===== src/rtl/uart_pkg.sv =====
// Shared UART definitions: receiver state encoding, default line settings and
// the baud divider computation used by both the RX and TX paths.
package uart_pkg;

    localparam int unsigned DEFAULT_CLK_HZ = 10_000_000;
    localparam int unsigned DEFAULT_BAUD   = 9600;

    typedef enum logic [2:0] {
        IDLE,
        START,
        DATA,
        STOP,
        BREAK
    } rx_state_t;

    // Rounded clk cycles per oversample tick; never below 1.
    function automatic int unsigned baud_div(input int unsigned clk_hz,
                                             input int unsigned baud,
                                             input int unsigned oversample);
        int unsigned denom;
        int unsigned div;
        denom = baud * oversample;
        div   = (clk_hz + denom / 2) / denom;
        return (div == 0) ? 1 : div;
    endfunction

    // Counter width able to hold 0..n-1, at least one bit.
    function automatic int unsigned cnt_width(input int unsigned n);
        return (n <= 1) ? 1 : $clog2(n);
    endfunction

endpackage


===== src/rtl/uart_baud_tick.sv =====
// Oversample tick generator: one-cycle tick every DIV clocks; clear realigns
// the count so the next tick lands DIV cycles after the clear.
module uart_baud_tick
    import uart_pkg::*;
#(
    parameter int unsigned DIV = 1
) (
    input  logic clk,
    input  logic reset,
    input  logic clear,
    output logic tick
);

    localparam int unsigned    W    = cnt_width(DIV);
    localparam logic [W-1:0]   LAST = W'(DIV - 1);

    logic [W-1:0] div_cnt;

    always_ff @(posedge clk) begin
        if (reset || clear) begin
            div_cnt <= '0;
        end else if (div_cnt == LAST) begin
            div_cnt <= '0;
        end else begin
            div_cnt <= div_cnt + W'(1);
        end
    end

    assign tick = !clear && (div_cnt == LAST);

endmodule


===== src/rtl/uart_rx_frame.sv =====
// 8N1 UART receiver: 16x oversampled, mid-bit sampling, one-entry valid/ready
// holding buffer with framing-error and overrun pulses.
module uart_rx_frame
    import uart_pkg::*;
#(
    parameter int unsigned CLK_HZ     = DEFAULT_CLK_HZ,
    parameter int unsigned BAUD       = DEFAULT_BAUD,
    parameter int unsigned OVERSAMPLE = 16,
    parameter int unsigned DATA_BITS  = 8
) (
    input  logic                 clk,
    input  logic                 reset,
    input  logic                 uart_rxd,
    output logic [DATA_BITS-1:0] rx_data,
    output logic                 rx_valid,
    input  logic                 rx_ready,
    output logic                 rx_frame_err,
    output logic                 rx_overrun,
    output logic                 rx_busy
);

    localparam int unsigned DIV = baud_div(CLK_HZ, BAUD, OVERSAMPLE);
    localparam int unsigned TW  = cnt_width(OVERSAMPLE);
    localparam int unsigned BW  = cnt_width(DATA_BITS + 1);

    localparam logic [TW-1:0] HALF_LAST = TW'(OVERSAMPLE / 2 - 1);
    localparam logic [TW-1:0] BIT_LAST  = TW'(OVERSAMPLE - 1);
    localparam logic [BW-1:0] BITS_LAST = BW'(DATA_BITS - 1);

    logic                 sync_meta;
    logic                 sync_line;
    logic                 line_prev;
    logic [1:0]           sync_age;
    logic                 armed;
    logic                 start_edge;
    logic                 tick;

    rx_state_t            state;
    logic [TW-1:0]        tick_cnt;
    logic [BW-1:0]        bit_cnt;
    logic [DATA_BITS-1:0] shreg;

    // The synchronizer resets to idle-high, so its first two outputs are not
    // the real line; edges are only armed once a genuine high has been seen.
    always_ff @(posedge clk) begin
        if (reset) begin
            sync_meta <= 1'b1;
            sync_line <= 1'b1;
            line_prev <= 1'b1;
            sync_age  <= '0;
            armed     <= 1'b0;
        end else begin
            sync_meta <= uart_rxd;
            sync_line <= sync_meta;
            line_prev <= sync_line;
            if (sync_age != 2'd2) begin
                sync_age <= sync_age + 2'd1;
            end
            if (sync_age == 2'd2 && sync_line) begin
                armed <= 1'b1;
            end
        end
    end

    assign start_edge = (state == IDLE) && armed && line_prev && !sync_line;

    uart_baud_tick #(
        .DIV (DIV)
    ) u_baud_tick (
        .clk   (clk),
        .reset (reset),
        .clear (start_edge),
        .tick  (tick)
    );

    always_ff @(posedge clk) begin
        if (reset) begin
            state        <= IDLE;
            tick_cnt     <= '0;
            bit_cnt      <= '0;
            shreg        <= '0;
            rx_data      <= '0;
            rx_valid     <= 1'b0;
            rx_frame_err <= 1'b0;
            rx_overrun   <= 1'b0;
        end else begin
            rx_frame_err <= 1'b0;
            rx_overrun   <= 1'b0;
            if (rx_valid && rx_ready) begin
                rx_valid <= 1'b0;
            end

            case (state)
                IDLE: begin
                    if (start_edge) begin
                        state    <= START;
                        tick_cnt <= '0;
                        bit_cnt  <= '0;
                    end
                end

                START: begin
                    if (tick) begin
                        if (tick_cnt == HALF_LAST) begin
                            tick_cnt <= '0;
                            state    <= sync_line ? IDLE : DATA;
                        end else begin
                            tick_cnt <= tick_cnt + TW'(1);
                        end
                    end
                end

                DATA: begin
                    if (tick) begin
                        if (tick_cnt == BIT_LAST) begin
                            tick_cnt <= '0;
                            shreg    <= {sync_line, shreg[DATA_BITS-1:1]};
                            bit_cnt  <= bit_cnt + BW'(1);
                            if (bit_cnt == BITS_LAST) begin
                                state <= STOP;
                            end
                        end else begin
                            tick_cnt <= tick_cnt + TW'(1);
                        end
                    end
                end

                STOP: begin
                    if (tick) begin
                        if (tick_cnt == BIT_LAST) begin
                            tick_cnt <= '0;
                            if (sync_line) begin
                                state <= IDLE;
                                // A same-cycle accept frees the buffer for the new byte.
                                if (!rx_valid || rx_ready) begin
                                    rx_data  <= shreg;
                                    rx_valid <= 1'b1;
                                end else begin
                                    rx_overrun <= 1'b1;
                                end
                            end else begin
                                rx_frame_err <= 1'b1;
                                state        <= BREAK;
                            end
                        end else begin
                            tick_cnt <= tick_cnt + TW'(1);
                        end
                    end
                end

                BREAK: begin
                    if (sync_line) begin
                        state <= IDLE;
                    end
                end

                default: state <= IDLE;
            endcase
        end
    end

    assign rx_busy = (state != IDLE);

endmodule


===== config.mk =====
export PLATFORM = sky130hd
export DESIGN_NAME = uart_rx_frame
export DESIGN_NICKNAME = d
export VERILOG_FILES = /design/src/rtl/uart_pkg.sv /design/src/rtl/uart_baud_tick.sv /design/src/rtl/uart_rx_frame.sv
export SDC_FILE = /design/constraint.sdc
export NUM_CORES = 1
export LEC_CHECK = 0
export CAP_MARGIN = 10
export CORE_ASPECT_RATIO = 0.9
export CORE_MARGIN = 1.5
export CORE_UTILIZATION = 56
export DETAILED_ROUTE_END_ITERATION = 16
export PLACE_DENSITY = 0.89
export SLEW_MARGIN = 20
export SYNTH_ARGS = -nofsm -noshare
export SYNTH_HDL_FRONTEND = slang
export SYNTH_SLANG_ARGS = --single-unit

===== constraint.sdc =====
create_clock -name clk -period 2.2 [get_ports clk]
set_input_delay 0.44 -clock clk [delete_from_list [all_inputs] [get_ports clk]]
set_output_delay 0.44 -clock clk [all_outputs]
set_load 0.01 [all_outputs]

==> results of run 1 <==
==> stage by stage <==
step	power (mW)	cells	utilization, %
finish	1.46	248	67.1
global route	1.54	248	67.1
CTS	1.47	248	66.6
detailed placement	1.11	240	64.8
global placement	1.10	240	64.8
floorplan	1.05	188	-
==> flip-flops by register name, summed over array words and instances, names as in the netlist, 2 cells and up <==
signal	cells
state	3
shreg	8
rx_data	8
tick_cnt	4
bit_cnt	4
u_baud_tick.div_cnt	7
sync_age	2
==> area by class of cell <==
| type | instances | area [sq um] | area share [%] |
|---|---|---|---|
| inverter | 4 | 15.0 | 0.736 |
| timing repair buffer | 19 | 180 | 8.83 |
| clock inverter | 2 | 12.5 | 0.613 |
| clock buffer | 6 | 41.3 | 2.02 |
| tap | 42 | 52.6 | 2.58 |
| sequential | 43 | 861 | 42.2 |
| multi-input combinational | 132 | 878 | 43.0 |
==> worst max-delay path, stage by stage, from the launching register on <==
cell and delay (ps):
dfxtp_1 440, or3_1 410, clkdlybuf4s50_1 480
==> cell families after synthesis <==
family,count (synthesis)
fa+ha+maj,5
flops,43
xor+xnor,9
compound gates,16
simple gates,83
mux,19
buf+inv,13
==> power breakdown <==
group	switching, mW	internal (mW)
clock network	0.247	0.123
registers	0.0397	0.818
logic	0.128	0.108
==> worst min-delay path by stage <==
stage	startpoint	endpoint	cells past startpoint	slack, ps
2_1_floorplan	sync_meta	sync_line	1	390
3_3_place_gp	sync_meta	sync_line	1	400
3_5_place_dp	sync_meta	sync_line	1	400
4_1_cts	sync_meta	sync_line	1	430
5_1_grt	sync_meta	sync_line	1	450
6_report	sync_meta	sync_line	1	430
==> metal layers <==
metal  part of all wire (%)  track usage (%)  up-vias
li1                       -                -      674
met2                     47             33.2       17
met1                     48             24.1      624
met5                      0                0        -
met4                    2.3             9.52        0
met3                    2.9             6.41        7
==> cells in the final DEF, fill, tap and decap left out, types with 2 or more instances in the layout <==
| cell type | count |
|---|---|
| buf_4 | 4 |
| or4_1 | 2 |
| nand3_1 | 6 |
| clkbuf_4 | 5 |
| ha_1 | 5 |
| o21ai_0 | 3 |
| xnor2_1 | 4 |
| xor2_1 | 5 |
| or2_2 | 5 |
| nor2b_1 | 2 |
| and3_1 | 2 |
| nor2_1 | 40 |
| nor3_1 | 2 |
| nand3b_1 | 2 |
| dfxtp_1 | 43 |
| nand2_1 | 6 |
| inv_1 | 4 |
| nand2b_1 | 3 |
| clkdlybuf4s50_1 | 15 |
| a21oi_1 | 9 |
| nand4_1 | 2 |
| or3_1 | 3 |
| mux2i_1 | 19 |
==> results.py, run 1 <==
metrics = {
    "clocking": {
        "clkTransAtPathRegs_ps": 120,
        "cts_root_buf": "clkbuf_4",
        "htreeDepth": 2,
        "clock-sinks": 43,
        "ctsResizeCount": 0,
        "cts_made_buffers": 5,
        "clockBufferDepth": 2,
        "clk_latency_ps": 350,
        "ctsHoldBuffers": 0,
        "cts_tree": "built",
        "cts_setup_buffers": 0,
    },
    "timing": {
        "finalSetupViolations": 0,
        "final_hold_viol_count": 0,
        "tightest_slew_ps": 382,
        "fin_setup_tns_ps": 0,
        "setup_ws_ps": 84.5,
        "hold_slack_ps": 427,
        "period_share_pct": 96.2,
        "slew_headroom_pct": 74.5,
        "finalMaxSlewViolations": 0,
        "period_needed_ps": 2120,
        "rsz0062_at_grt": "false",
        "finalClockSkew_ps": 4.66,
        "clock.fmax_mhz": 473,
    },
    "synth": {
        "synth_edf_count": 0,
        "netlist.area_leader.share_pct": 48.4,
        "yosysMostFrequentCell": "dfxtp_1",
        "synth-compound-area-share_pct": 5.84,
        "muxShareOfSynthArea_pct": 10.7,
        "synth_top_family_by_area": "simple AND/OR/NAND/NOR gates",
        "synth_simple_gate_area_share_pct": 24.1,
        "synth_xor_area_share_pct": 4.43,
        "yosysWarnings": 0,
        "seq_area_frac_synth_pct": 48.4,
        "synth_cell_type_count": 33,
        "async_flop_share_pct": 0,
        "synth_common_cells": "dfxtp_1 (43), nor2_1 (40), mux2i_1 (19)",
        "synthCells": 188,
        "yosys_register_bits": 43,
        "synth_area_leaders": "dfxtp_1 (48%), mux2i_1 (11%), nor2_1 (8.4%)",
        "syn-num-nets": 197,
        "yosysTopAreaCell": "dfxtp_1",
        "synthesis.area_per_instance_sq_um": 9.46,
        "synth-main-ff-cell": "dfxtp_1",
        "mappedNetlistArea_sq_um": 1780,
        "synth_fa_ha_area_share_pct": 3.52,
    },
    "setup_path": {
        "criticalPathCategory": "reg2out",
        "crit_path_end": "rx_busy",
        "critPathCaptureType": "output port",
        "cp_max_fo": 9,
        "rr_worst_depth": 5,
        "critPathLaunchType": "flip-flop",
        "cp.arrival_ps": 1680,
        "required_ps": 1760,
        "r2r_start": "u_baud_tick.div_cnt[4]",
        "timing.rr.end": "state[1]",
        "crit_path_start": "state[0]",
        "r2r_slack_ps": 160,
    },
    "finish": {
        "fill_cells": 258,
        "postLayoutCellArea_sq_um": 2040,
        "drive_above_1_share_pct": 10.7,
        "diodes": 0,
        "nets": 214,
        "area_growth_syn_to_layout_pct": 14.8,
    },
    "floorplanning": {
        "initial_utilization_pct": 58.4,
        "die_w_microns": 62.4,
        "die-area_sq_um": 3520,
        "fp.coreArea_sq_um": 3040,
        "die_h_microns": 56.5,
        "rows": 19,
        "ioPinCount": 16,
    },
    "placed_design": {
        "placed_cell_area_sq_um": 1970,
        "dp_hpwl_microns": 2290,
        "post-place-ws_ps": 86.2,
        "gp_congestion": 0.762,
        "port_buffers": 15,
    },
    "power_and_ir_drop": {
        "powerDensity_nw_per_um2": 717,
        "peakVddDrop_mv": 0.569,
        "leakage_nw": 0.811,
    },
    "global_route": {
        "first_global_vias": 1271,
        "grt_pass1_wl_microns": 5490,
        "grt_util_all_layers_pct": 20.2,
        "antenna_found_initial": 0,
        "grt-ovfl-total": 0,
        "grt_max_degree": 19,
    },
    "drt": {
        "wl_microns": 3220,
        "drt_iter0_drc": 91,
        "vias": 1322,
        "ant_nets": 0,
        "vias_per_cell": 5.33,
        "first_pass_iters": 4,
        "routedWlPerCell_microns": 13.0,
        "drc": 0,
    },
    "job": {
        "cap_viol_max_count": 0,
    },
    "run_status": {
        "outcome": "completed",
    },
    "worst_hold_path": {
        "hp-class": "reg2reg",
    },
}
No activity file was read; power rests on OpenSTA's default activity.
==> run 2: changes to the inputs <==
Settings changed: CORE_MARGIN 1.5 to unset, CORE_UTILIZATION 56 to 50, PLACE_DENSITY 0.89 to 0.85.
Clock period 2.2 ns to 1.9 ns, I/O delays scaled along.
==> results.py, run 2 (synthesized netlist as in run 1, its figures left out) <==
metrics = {
    "power_and_ir_drop": {
        "powerDensity_nw_per_um2": 848,
        "report.power.total_mw": 1.86,
        "peakVddDrop_mv": 0.554,
        "power.switching_mw": 0.484,
        "pwr-share-seq_pct": 53.1,
        "p_sw_share_pct": 26.0,
        "intPower_mw": 1.38,
        "leakage_nw": 0.901,
        "power_frac_comb_pct": 16.5,
        "power_frac_clock_pct": 30.4,
    },
    "floorplanning": {
        "ioPinCount": 16,
        "die_h_microns": 58.6,
        "die-area_sq_um": 3800,
        "rows": 20,
        "fp.coreArea_sq_um": 3380,
        "initial_utilization_pct": 52.6,
        "die_w_microns": 64.9,
    },
    "timing": {
        "finalMaxSlewViolations": 0,
        "rsz0062_at_grt": "true",
        "finalSetupViolations": 0,
        "period_share_pct": 97.9,
        "fin_setup_tns_ps": 0,
        "tightest_slew_ps": 349,
        "final_hold_viol_count": 0,
        "period_needed_ps": 1860,
        "clock.fmax_mhz": 537,
        "finalClockSkew_ps": 7.58,
        "slew_headroom_pct": 76.6,
    },
    "placed_design": {
        "placed_cells": 253,
        "port_buffers": 15,
        "dp_hpwl_microns": 2310,
        "gp_congestion": 0.850,
        "placed_cell_area_sq_um": 2070,
    },
    "setup_path": {
        "critPathLaunchType": "flip-flop",
        "rr_worst_depth": 5,
        "r2r_slack_ps": 40,
        "critPathTopFamily": "simple AND/OR/NAND/NOR gates",
        "cp.arrival_ps": 2090,
        "required_ps": 2130,
        "criticalPathCategory": "reg2reg",
        "slowest_stage": "or4_4",
        "cp_max_fo": 4,
        "r2r_start": "u_baud_tick.div_cnt[4]",
        "slowest_delay_ps": 590,
        "timing.rr.end": "state[1]",
        "critPathCaptureType": "flip-flop",
        "cp.buffers_inverters": 0,
        "crit_chain": "or4_4 > a311oi_2 > o211ai_2 > or4_1 > a21oi_1",
    },
    "finish": {
        "drive_above_1_share_pct": 17.6,
        "layout_common_cells": "dfxtp_1 (41), nor2_1 (39), mux2i_1 (19)",
        "fill_cells": 277,
        "register_area_sq_um": 863,
        "area_growth_syn_to_layout_pct": 23.6,
        "nets": 225,
        "final_common_cell": "dfxtp_1",
        "utilization_pct": 65.1,
        "multi_input_area_sq_um": 900,
        "postLayoutCellArea_sq_um": 2200,
        "stdcell_count": 260,
        "diodes": 0,
        "largestRegisters": "rx_data (8), shreg (8), u_baud_tick.div_cnt (7)",
    },
    "clocking": {
        "cts_root_buf": "clkbuf_8",
        "clock-sinks": 43,
        "clkTransAtPathRegs_ps": 70,
        "cts_tree": "built",
        "htreeDepth": 2,
        "clk_latency_ps": 290,
        "cts_setup_buffers": 0,
        "cts_made_buffers": 5,
        "clockBufferDepth": 2,
    },
    "worst_hold_path": {
        "whs_path_depth": 1,
        "holdPathEnd": "sync_line",
        "holdCritStartpoint": "sync_meta",
        "hp-class": "reg2reg",
    },
    "drt": {
        "drc": 0,
        "drt_iter0_drc": 105,
        "ant_nets": 0,
        "vias_per_cell": 5.20,
        "first_pass_iters": 4,
        "vias": 1353,
        "routedWlPerCell_microns": 12.2,
        "wl_microns": 3160,
    },
    "global_route": {
        "grt_max_degree": 18,
        "grt_pass1_wl_microns": 5290,
        "grt_util_all_layers_pct": 18.6,
        "grt-ovfl-total": 0,
        "first_global_vias": 1175,
        "antenna_found_initial": 0,
    },
    "run_status": {
        "outcome": "completed",
    },
    "job": {
        "cap_viol_max_count": 0,
    },
}
==> run 2: cell type report <==
cell class                      count  area share (%)
Sequential cell                    43            39.3
Tap cell                           44            2.50
Inverter                            4           0.683
Clock buffer                        6            3.76
Multi-Input combinational cell    132            40.9
Timing Repair Buffer               30            12.6
Clock inverter                      1           0.228
==> run 2: timing repair <==
action                                 in CTS  in global routing
pin swaps                                   0                  1
setup endpoints to repair                   1                 21
endpoints found under the hold margin       0                  0
resized for setup                           3                  7
hold buffers                                0                  0
==> run 2: through the flow <==
| step | hold WS (ps) | setup slack [ps] |
|---|---|---|
| global route | 422 | -39.1 |
| finish | 410 | 39.0 |
| global placement | 400 | 66.5 |
| detailed placement | 399 | 54.7 |
| CTS | 411 | 30.8 |
| floorplan | 389 | 17.1 |
==> run 2: worst max-delay path by stage <==
stage / start / to / slack (ps) / cells past startpoint
6_report: u_baud_tick.div_cnt[4] / state[1] / 40 / 5
3_3_place_gp: u_baud_tick.div_cnt[4] / shreg[5] / 70 / 5
3_5_place_dp: u_baud_tick.div_cnt[4] / rx_data[4] / 50 / 7
4_1_cts: u_baud_tick.div_cnt[4] / tick_cnt[3] / 30 / 5
5_1_grt: tick_cnt[0] / bit_cnt[3] / -40 / 7
2_1_floorplan: u_baud_tick.div_cnt[4] / rx_data[0] / 20 / 5
==> run 2: power groups by stage <==
| stage | sequential (mW) | clock [mW] | combinational [mW] |
|---|---|---|---|
| 2_1_floorplan | 0.986 | 0 | 0.228 |
| 3_3_place_gp | 1.01 | 0 | 0.294 |
| 3_5_place_dp | 1.01 | 0 | 0.304 |
| 4_1_cts | 0.989 | 0.589 | 0.301 |
| 5_1_grt | 0.997 | 0.623 | 0.345 |
| 6_report | 0.989 | 0.567 | 0.308 |
==> run 2: per-layer routing <==
layer / vias to the layer above / wire length (microns) / global-route usage, %
li1: 693 / - / -
met1: 638 / 1490 / 24.1
met2: 17 / 1520 / 28.1
met3: 5 / 88 / 5.81
met4: 0 / 62 / 8.57
met5: - / 0 / 0
==> run 3: changes to the inputs <==
Settings changed: CORE_UTILIZATION 50 to 60, PLACE_DENSITY 0.85 to 0.94.
Clock period 1.9 ns to 2.15 ns, I/O delays scaled along.
==> results.py, run 3 (synthesized netlist as in run 1, its figures left out) <==
metrics = {
    "run_status": {
        "outcome": "completed",
    },
    "drt": {
        "routedWlPerCell_microns": 13.8,
        "drc": 0,
        "first_pass_iters": 4,
        "vias": 1344,
        "ant_nets": 0,
        "drt_iter0_drc": 110,
        "wl_microns": 3410,
        "vias_per_cell": 5.44,
    },
    "clocking": {
        "cts_root_buf": "clkbuf_4",
        "clk_latency_ps": 370,
        "ctsHoldBuffers": 0,
        "clockBufferDepth": 2,
        "cts_tree": "built",
        "clkTransAtPathRegs_ps": 140,
        "cts_setup_buffers": 0,
        "cts_made_buffers": 5,
        "clock-sinks": 43,
        "htreeDepth": 2,
    },
    "setup_path": {
        "cp_max_fo": 9,
        "criticalPathCategory": "reg2out",
        "critPathTopFamily": "buffers and inverters",
        "slowest_delay_ps": 480,
        "r2r_slack_ps": 130,
        "required_ps": 1720,
        "critPathCaptureType": "output port",
        "cp.buffers_inverters": 1,
        "cp.arrival_ps": 1650,
        "slowest_stage": "clkdlybuf4s50_1",
        "critPathLaunchType": "flip-flop",
        "crit_chain": "or3_1 > clkdlybuf4s50_1",
    },
    "worst_hold_path": {
        "hp-class": "reg2reg",
    },
    "global_route": {
        "grt_util_all_layers_pct": 23.4,
        "antenna_found_initial": 0,
        "grt-ovfl-total": 0,
        "grt_pass1_wl_microns": 5330,
        "grt_max_degree": 23,
        "first_global_vias": 1264,
    },
    "placed_design": {
        "dp_hpwl_microns": 2530,
        "port_buffers": 15,
        "post-place-ws_ps": 165,
        "gp_congestion": 0.811,
        "placed_cells": 239,
    },
    "timing": {
        "clock.fmax_mhz": 480,
        "tightest_slew_ps": 357,
        "finalMaxSlewViolations": 0,
        "setup_ws_ps": 65.3,
        "period_share_pct": 97.0,
        "fin_setup_tns_ps": 0,
        "slew_headroom_pct": 76.1,
        "rsz0062_at_grt": "false",
        "finalClockSkew_ps": 8.92,
        "finalSetupViolations": 0,
        "final_hold_viol_count": 0,
        "period_needed_ps": 2080,
    },
    "job": {
        "cap_viol_max_count": 0,
    },
    "finish": {
        "drive_above_1_share_pct": 12.1,
        "stdcell_count": 247,
        "nets": 215,
        "utilization_pct": 74.1,
        "area_growth_syn_to_layout_pct": 15.5,
        "layout_common_cells": "dfxtp_1 (43), nor2_1 (39), mux2i_1 (19)",
        "largestRegisters": "rx_data (8), shreg (8), u_baud_tick.div_cnt (7)",
        "final_common_cell": "dfxtp_1",
        "diodes": 0,
    },
    "floorplanning": {
        "fp.coreArea_sq_um": 2770,
        "rows": 18,
        "ioPinCount": 16,
        "initial_utilization_pct": 64.2,
        "die_w_microns": 59.4,
        "die_h_microns": 53.6,
        "die-area_sq_um": 3190,
    },
    "power_and_ir_drop": {
        "powerDensity_nw_per_um2": 760,
        "peakVddDrop_mv": 0.568,
        "report.power.total_mw": 1.56,
        "leakage_nw": 0.821,
    },
}
==> run 3: stage by stage <==
stage               hold slack (ps)  area, sq um
floorplan                       389         1780
global placement                400         1980
detailed placement              412         1980
CTS                             442         2050
global route                    471         2050
finish                          437         2050
==> run 3: worst reg2reg max path: stages, from the launching register on <==
cell and delay, ps:
dfxtp_1 370, or4_4 590, a311oi_2 260, o211ai_2 170, or4_1 430, a21oi_1 140
==> run 3: final cells by class <==
| cell class | instances | area (sq um) |
|---|---|---|
| fill | 194 | 717 |
| multi-input combinational | 132 | 872 |
| clock inverter | 2 | 16.3 |
| timing repair buffer | 20 | 188 |
| sequential | 43 | 861 |
| inverter | 4 | 15.0 |
| clock buffer | 6 | 51.3 |
| tap | 40 | 50.0 |
==> run 3: final timing paths <==
path / startpoint / endpoint / depth (start not counted)
worst max-delay path: state[0] / rx_busy / 2
worst min-delay path: sync_meta / sync_line / 1
worst max register to register: u_baud_tick.div_cnt[4] / state[1] / 5
worst min register to register: sync_meta / sync_line / 1
==> run 3: power breakdown <==
| part | leakage, nW | switching (mW) | internal, mW |
|---|---|---|---|
| combinational | 0.439 | 0.136 | 0.110 |
| clock | 0.0345 | 0.278 | 0.161 |
| sequential | 0.348 | 0.0384 | 0.837 |
==> run 3: repair_timing <==
action	4_1_cts	5_1_grt
gates resized for setup	0	2
hold endpoints to repair	0	0
endpoints found under the setup margin	0	4
==> run 3: routing by layer <==
layer  up-vias  global-route usage, %  share of wire (%)  routed length [microns]
met2        26                   40.4                 50                     1710
met3         5                   8.17                4.0                      137
met1       639                   26.1                 44                     1510
met4         0                   10.3                1.3                       46
li1        674                      -                  -                        -
met5         -                      0                  0                        0
